`config.mk`:
```
export PLATFORM = sky130hd
export DESIGN_NAME = dds_sweep_ctrl
export DESIGN_NICKNAME = d
export VERILOG_FILES = /design/src/rtl/dds_sweep_ctrl.sv
export SDC_FILE = /design/constraint.sdc
export NUM_CORES = 1
export LEC_CHECK = 0
export ABC_AREA = 1
export CAP_MARGIN = 10
export CORE_UTILIZATION = 35
export CTS_CLUSTER_DIAMETER = 30
export DETAILED_ROUTE_END_ITERATION = 10
export GPL_TIMING_DRIVEN = 1
export SETUP_SLACK_MARGIN = 0.05
export SLEW_MARGIN = 10
export SYNTH_ARGS = -nofsm -noshare
export SYNTH_HDL_FRONTEND = slang
export SYNTH_SLANG_ARGS = --single-unit
```
`constraint.sdc`:
```
create_clock -name clk -period 3.8 [get_ports clk]
set_clock_uncertainty 0.15 [all_clocks]
set_input_delay 0.57 -clock clk [delete_from_list [all_inputs] [get_ports clk]]
set_output_delay 0.57 -clock clk [all_outputs]
set_load 0.01 [all_outputs]
```
`src/rtl/dds_sweep_ctrl.sv`:
```
// ---------------------------------------------------------------------------
// dds_sweep_ctrl
//
// Frequency-sweep sequencer for the DDS sine generator. A start pulse latches
// the sweep configuration into shadow registers. The block then steps the DDS
// tuning word linearly from f_start up to f_stop, and holds each point for
// dwell+1 cycles. Sweeps can be single shot or repeat continuously, and an
// abort ends them at once.
//
// Ports
//   clk          : single clock, all logic on its rising edge
//   rst          : synchronous active-high reset
//   start        : begin a sweep (honoured only when idle)
//   abort        : stop immediately (priority over start)
//   cfg_f_start  : first tuning word
//   cfg_f_stop   : last tuning word (unsigned, sweep never exceeds it)
//   cfg_step     : increment per point
//   cfg_dwell    : each point is held for cfg_dwell+1 cycles
//   cfg_repeat   : 1 = restart at f_start after the last point, 0 = single shot
//   delta_phase  : registered tuning word to the DDS
//   dds_rst      : registered one-cycle pulse that resets the DDS accumulator
//   busy         : high while loading or sweeping
//   done         : one-cycle pulse on normal completion
//   sweep_cnt    : completed sweeps since reset, wraps modulo 2^16
// ---------------------------------------------------------------------------
module dds_sweep_ctrl #(
    parameter int PHASE_WIDTH = 32,
    parameter int DWELL_WIDTH = 16
) (
    input  logic                   clk,
    input  logic                   rst,
    input  logic                   start,
    input  logic                   abort,
    input  logic [PHASE_WIDTH-1:0] cfg_f_start,
    input  logic [PHASE_WIDTH-1:0] cfg_f_stop,
    input  logic [PHASE_WIDTH-1:0] cfg_step,
    input  logic [DWELL_WIDTH-1:0] cfg_dwell,
    input  logic                   cfg_repeat,
    output logic [PHASE_WIDTH-1:0] delta_phase,
    output logic                   dds_rst,
    output logic                   busy,
    output logic                   done,
    output logic [15:0]            sweep_cnt
);

    typedef enum logic [1:0] {
        ST_IDLE  = 2'd0,
        ST_LOAD  = 2'd1,
        ST_SWEEP = 2'd2,
        ST_DONE  = 2'd3
    } state_t;

    // -----------------------------------------------------------------------
    // State, output and shadow-configuration registers
    // -----------------------------------------------------------------------
    state_t                 state_q,       state_d;
    logic [PHASE_WIDTH-1:0] delta_phase_q, delta_phase_d;
    logic                   dds_rst_q,     dds_rst_d;
    logic                   busy_q,        busy_d;
    logic                   done_q,        done_d;
    logic [15:0]            sweep_cnt_q,   sweep_cnt_d;
    logic [DWELL_WIDTH-1:0] cnt_q,         cnt_d;

    logic [PHASE_WIDTH-1:0] f_start_q,     f_start_d;
    logic [PHASE_WIDTH-1:0] f_stop_q,      f_stop_d;
    logic [PHASE_WIDTH-1:0] step_q,        step_d;
    logic [DWELL_WIDTH-1:0] dwell_q,       dwell_d;
    logic                   repeat_q,      repeat_d;

    // -----------------------------------------------------------------------
    // Next-point arithmetic
    // -----------------------------------------------------------------------
    // The sum is one bit wider than the tuning word so a carry out of the top
    // bit is visible. A carry, or a sum past f_stop, clamps the next point to
    // f_stop, so the sweep never wraps to a small frequency.
    logic [PHASE_WIDTH:0]   sum;
    logic [PHASE_WIDTH-1:0] next_point;
    logic                   is_last;

    always_comb begin
        sum        = {1'b0, delta_phase_q} + {1'b0, step_q};
        next_point = sum[PHASE_WIDTH-1:0];
        if (sum[PHASE_WIDTH] || (sum[PHASE_WIDTH-1:0] > f_stop_q)) begin
            next_point = f_stop_q;
        end
        // A zero step would never advance, so it is a one-point sweep. When
        // f_stop < f_start the first point already satisfies >=, which gives
        // the single-f_start-point behaviour.
        is_last = (step_q == '0) || (delta_phase_q >= f_stop_q);
    end

    // -----------------------------------------------------------------------
    // Next-state and output logic
    // -----------------------------------------------------------------------
    always_comb begin
        state_d       = state_q;
        delta_phase_d = delta_phase_q;
        dds_rst_d     = 1'b0;          // dds_rst and done are single-cycle
        busy_d        = busy_q;
        done_d        = 1'b0;
        sweep_cnt_d   = sweep_cnt_q;
        cnt_d         = cnt_q;
        f_start_d     = f_start_q;
        f_stop_d      = f_stop_q;
        step_d        = step_q;
        dwell_d       = dwell_q;
        repeat_d      = repeat_q;

        unique case (state_q)
            ST_IDLE: begin
                delta_phase_d = '0;
                busy_d        = 1'b0;
                if (start && !abort) begin
                    // Snapshot the configuration. Later changes to cfg_* do
                    // not affect this sweep.
                    f_start_d = cfg_f_start;
                    f_stop_d  = cfg_f_stop;
                    step_d    = cfg_step;
                    dwell_d   = cfg_dwell;
                    repeat_d  = cfg_repeat;
                    busy_d    = 1'b1;
                    state_d   = ST_LOAD;
                end
            end

            ST_LOAD: begin
                // The first tuning word and the DDS phase reset show up at the
                // same edge, so the sine restarts from phase 0 on f_start.
                delta_phase_d = f_start_q;
                dds_rst_d     = 1'b1;
                cnt_d         = dwell_q;
                state_d       = ST_SWEEP;
            end

            ST_SWEEP: begin
                if (cnt_q != '0) begin
                    cnt_d = cnt_q - DWELL_WIDTH'(1);
                end else if (!is_last) begin
                    delta_phase_d = next_point;
                    cnt_d         = dwell_q;
                end else begin
                    sweep_cnt_d = sweep_cnt_q + 16'd1;
                    if (repeat_q) begin
                        // Wrap back to f_start with no gap cycle. The DDS
                        // phase is not reset, so the output stays continuous.
                        delta_phase_d = f_start_q;
                        cnt_d         = dwell_q;
                    end else begin
                        delta_phase_d = '0;
                        busy_d        = 1'b0;
                        done_d        = 1'b1;
                        state_d       = ST_DONE;
                    end
                end
            end

            ST_DONE: begin
                // The done pulse was registered on entry. start is ignored
                // here, so the earliest restart is from IDLE.
                delta_phase_d = '0;
                busy_d        = 1'b0;
                state_d       = ST_IDLE;
            end

            default: begin
                delta_phase_d = '0;
                busy_d        = 1'b0;
                state_d       = ST_IDLE;
            end
        endcase

        // An abort overrides whatever the active states decided. The aborted
        // sweep is not counted, because sweep_cnt_d falls back to its held
        // value.
        if (abort && (state_q != ST_IDLE)) begin
            state_d       = ST_IDLE;
            delta_phase_d = '0;
            dds_rst_d     = 1'b0;
            busy_d        = 1'b0;
            done_d        = 1'b0;
            sweep_cnt_d   = sweep_cnt_q;
        end
    end

    // -----------------------------------------------------------------------
    // Registers
    // -----------------------------------------------------------------------
    always_ff @(posedge clk) begin
        if (rst) begin
            state_q       <= ST_IDLE;
            delta_phase_q <= '0;
            dds_rst_q     <= 1'b0;
            busy_q        <= 1'b0;
            done_q        <= 1'b0;
            sweep_cnt_q   <= '0;
            cnt_q         <= '0;
            f_start_q     <= '0;
            f_stop_q      <= '0;
            step_q        <= '0;
            dwell_q       <= '0;
            repeat_q      <= 1'b0;
        end else begin
            state_q       <= state_d;
            delta_phase_q <= delta_phase_d;
            dds_rst_q     <= dds_rst_d;
            busy_q        <= busy_d;
            done_q        <= done_d;
            sweep_cnt_q   <= sweep_cnt_d;
            cnt_q         <= cnt_d;
            f_start_q     <= f_start_d;
            f_stop_q      <= f_stop_d;
            step_q        <= step_d;
            dwell_q       <= dwell_d;
            repeat_q      <= repeat_d;
        end
    end

    assign delta_phase = delta_phase_q;
    assign dds_rst     = dds_rst_q;
    assign busy        = busy_q;
    assign done        = done_q;
    assign sweep_cnt   = sweep_cnt_q;

endmodule

```
==> metrics.md, run 1 <==
| Metric | Value |
|---|---|
| Hold Path Class | `register to register` |
| RSZ-0062 raised after global routing | `true` |
| # diodes | `0` |
| Top cell type's share of synthesized area | `0.3030` |
| Design area | `about 16000 um2` |
| Vias/cell | `between 4 and 5` |
| # nets final | `2332` |
| RR Startpoint | `delta_phase[23]` |
| # IOs | `~170` |
| Die Wd | `between 150 and 200 um` |
| Origin of the worst setup path | `delta_phase[23]` |
| Initial antenna violation count | `2` |
| Largest net degree at the start of global routing | `approximately 130` |
| Worst-margin pin slew | `809.4 ps` |
| Crit path to | `delta_phase[9]` |
| Crit path required time | `~4000 ps` |
| FMAX | `~0.26 GHz` |
| Area growth from synthesis to layout | `34.97%` |
| Worst slack at placement | `-224.5 ps` |
| Dpl cell area | `~15000 um2` |
| Final HPWL DP | `about 30000 um` |
| Worst hold stages | `2` |
| Row count | `67` |
| TritonRoute pass-1 iters | `7` |
| CTS tree | `yes` |
| Post-Layout Cell Count | `roughly 2600` |
| Final Worst Setup Slack | `-26.42 ps` |
| Min Clock Period, post-route | `3826 ps` |
| Maxcap violations | `0` |
| Relative slew margins | `0.4596` |
| Setup_tns | `-26.42 ps` |
| CP Launch Type | `register` |
| H-tree depth | `4` |
| Post-Synthesis Cells | `between 1500 and 2000` |
| R2r setup slk | `-30 ps` |
| Worst r2r dst | `delta_phase[9]` |
| Failing checks | `negative setup slack` |
| Cell taking the most area after synthesis | `dfxtp_1` |
| First-pass GRT wire length | `roughly 63000 um` |
| Initial Utilization | `0.3569` |
| Outcome | `complete, but fails checks` |
| Post-route ant nets | `0` |
| Syn. warnings | `0` |
| Final Total Pwr | `between 8 and 9 mW` |
| Worst reg2reg path depth | `24` |
| Pleak | `about 7.3 nW` |
| All-layer global routing usage | `0.2250` |
| Final core occ | `0.4817` |
| CP endpoint kind | `register` |
| Maximum buffer depth of the clock tree | `2` |
| Root buffer cell | `clkbuf_16` |
| Clock Latency Late Sink | `between 400 and 500 ps` |
| Num CTS Buffers | `17` |
| First DRT Iteration DRCs | `slightly above 800` |
| Mean Syn Cell Area | `approximately 6.5 um2` |
| Share of layout cells above drive strength 1 | `0.1399` |
| Data arrival, critical path | `roughly 4100 ps` |
| DRC errors left | `0` |
| Clock sinks | `about 180` |
| DRT Wirelength | `~40000 um` |
| Grt total ovfl | `0` |
| Post-synthesis sequential area ratio | `0.3030` |
| Routability cong. | `around 0.96` |
| Filler cells | `between 3000 and 4000` |
| Final setup viols | `1` |
| Final Hold Fails | `0` |
| Pwr dens | `545.7 nW/um2` |
| Clk pin slew, worst setup/hold paths | `around 80 ps` |
| Maximum VDD drop | `roughly 0.40 mV` |
| Vias in the first global route | `~12000` |
| Vias post-DR | `around 13000` |
| Max FO, Critical Path | `7` |
| Synth cell types | `39` |
| Die area | `approximately 35000 um2` |
| PortBufs | `167` |
| DIE HEIGHT | `187.4 um` |
| Max Slew Vio Count | `0` |
| Syn_nets | `a little over 2000` |
| Synth area leaders | `dfxtp_1, nand2_1, ha_1` |
| Final worst-path cycle share | `1.007` |
| Hold slack final | `about 300 ps` |
| Seq cells post-synth | `roughly 180` |
| CORE AREA | `between 30000 and 40000 um2` |
| Placed Cells | `2529` |
| Cell Area, Synth | `12030 um2` |
| Setup CP Type | `register to register` |
| WL/cell | `around 16 um` |
-- sequential cells by signal, indices dropped and copies added (netlist names) --
| signal | count |
|---|---|
| sweep_cnt | 16 |
| done | 1 |
| dwell_q | 16 |
| cnt_q | 16 |
| busy | 1 |
| delta_phase | 32 |
| f_stop_q | 32 |
| state_q | 2 |
| repeat_q | 1 |
| dds_rst | 1 |
| f_start_q | 32 |
| step_q | 32 |
-- area by class of cell --
| cell class | instances | area [um2] | share of cell area |
|---|---|---|---|
| clock buffers | 18 | 439.2 | 0.02706 |
| clock inverters | 13 | 146.4 | 0.009019 |
| inverters | 302 | 1134 | 0.06984 |
| multi-input cells | 1297 | 7440 | 0.4583 |
| flip-flops and latches | 182 | 3650 | 0.2249 |
| well taps | 448 | 560.5 | 0.03453 |
| repair buffers | 311 | 2863 | 0.1764 |
-- metal layers --
metal	track usage	vias to the layer above	wire [um]
li1	-	6479	-
met1	0.3072	5888	18800
met2	0.3683	369	18450
met3	0.03471	53	2134
met4	0.05722	4	700
met5	0	-	23
-- layout by cell type, fill, tap and decap left out, types with 3 or more instances in the layout --
cell type          n
nand2_1          332
inv_1            293
a21oi_1          241
dfxtp_1          177
nor2_1           176
clkdlybuf4s50_1  167
o21ai_0          166
buf_4            132
ha_1              88
nand3_1           86
nand2_2           31
clkbuf_16         18
nand3b_1          17
xor2_1            17
nand3_2           15
nor3_1            14
ha_4              13
a21oi_2           12
nand4_1           12
xnor2_1           11
nand2_4            9
inv_2              8
nor2_2             7
nor4_1             7
buf_6              6
o21a_1             5
xor2_2             5
dfxtp_2            5
o21bai_1           4
o21ai_1            4
inv_6              4
buf_12             4
nor3_2             3
a21o_1             3
nor4_4             3
clkinv_4           3
-- critical path: stages, from the launching register on --
cell and delay (ps):
dfxtp_1 340, ha_1 370, nand2_1 120, nor2_2 140, inv_1 70, nor3_1 220
nand3_1 180, nand2_1 90, nand2_1 50, nand2_1 100, inv_1 60, ha_1 320
nand2_4 90, nor2_4 50, buf_4 120, a21o_1 170, nor2_1 170, nand2_1 90
nand2_2 130, nand2_4 120, buf_6 180, buf_6 120, nand2_4 40, nand3_2 60
a21oi_1 150
-- synthesized netlist by cell type (all sizes together) --
library cell  instances
nand2               372
inv                 301
a21oi               254
nor2                185
dfxtp               182
o21ai               170
ha                  103
nand3               102
clkbuf               45
buf                  24
xor2                 22
nor3                 18
nand3b               17
nand4                14
nor4                 11
xnor2                11
o21a                  5
o21bai                4
a21o                  3
a22oi                 2
a31oi                 1
and3                  1
clkinv                1
fa                    1
o31ai                 1
-- worst min-delay path by stage --
stage | from | to | slack (ps)
2_1_floorplan | dwell_q[0] | dwell_q[0] | 270
3_3_place_gp | f_start_q[16] | f_start_q[16] | 280
3_5_place_dp | f_start_q[16] | f_start_q[16] | 290
4_1_cts | f_start_q[16] | f_start_q[16] | 300
5_1_grt | f_start_q[14] | f_start_q[14] | 310
6_report | f_start_q[16] | f_start_q[16] | 300
-- repair_timing --
action | CTS | global route
gates resized for setup | 24 | 97
setup endpoints to repair | 32 | 32
hold buffers | 0 | 0
setup buffers | 4 | 6
pin swaps | 12 | 45
cloned | 1 | 1
-- report_power, final --
part           leakage [nW]  switching (mW)  internal [mW]  total, mW
registers              1.49           0.231           2.22       2.45
clock network         0.284           0.862          0.992       1.85
logic                  5.51            2.74           1.81       4.55
-- kinds of logic after synthesis --
family                     count (synthesis)  share of synthesized area
buffers and inverters                    371                     0.1210
DFF                                      182                     0.3030
xor gates and xnor gates                  33                    0.02403
AOI/OAI and AO/OA                        440                     0.1873
adders and majority gates                104                     0.1088
and+or+nand+nor                          720                     0.2559
Power figures use the tool's default switching activity.
==> run 2: changes to the inputs <==
Settings changed: CAP_MARGIN 10 to 20.
==> results of run 2 <==
Same layout as run 1: the final DEF is identical, and so are final timing and power.
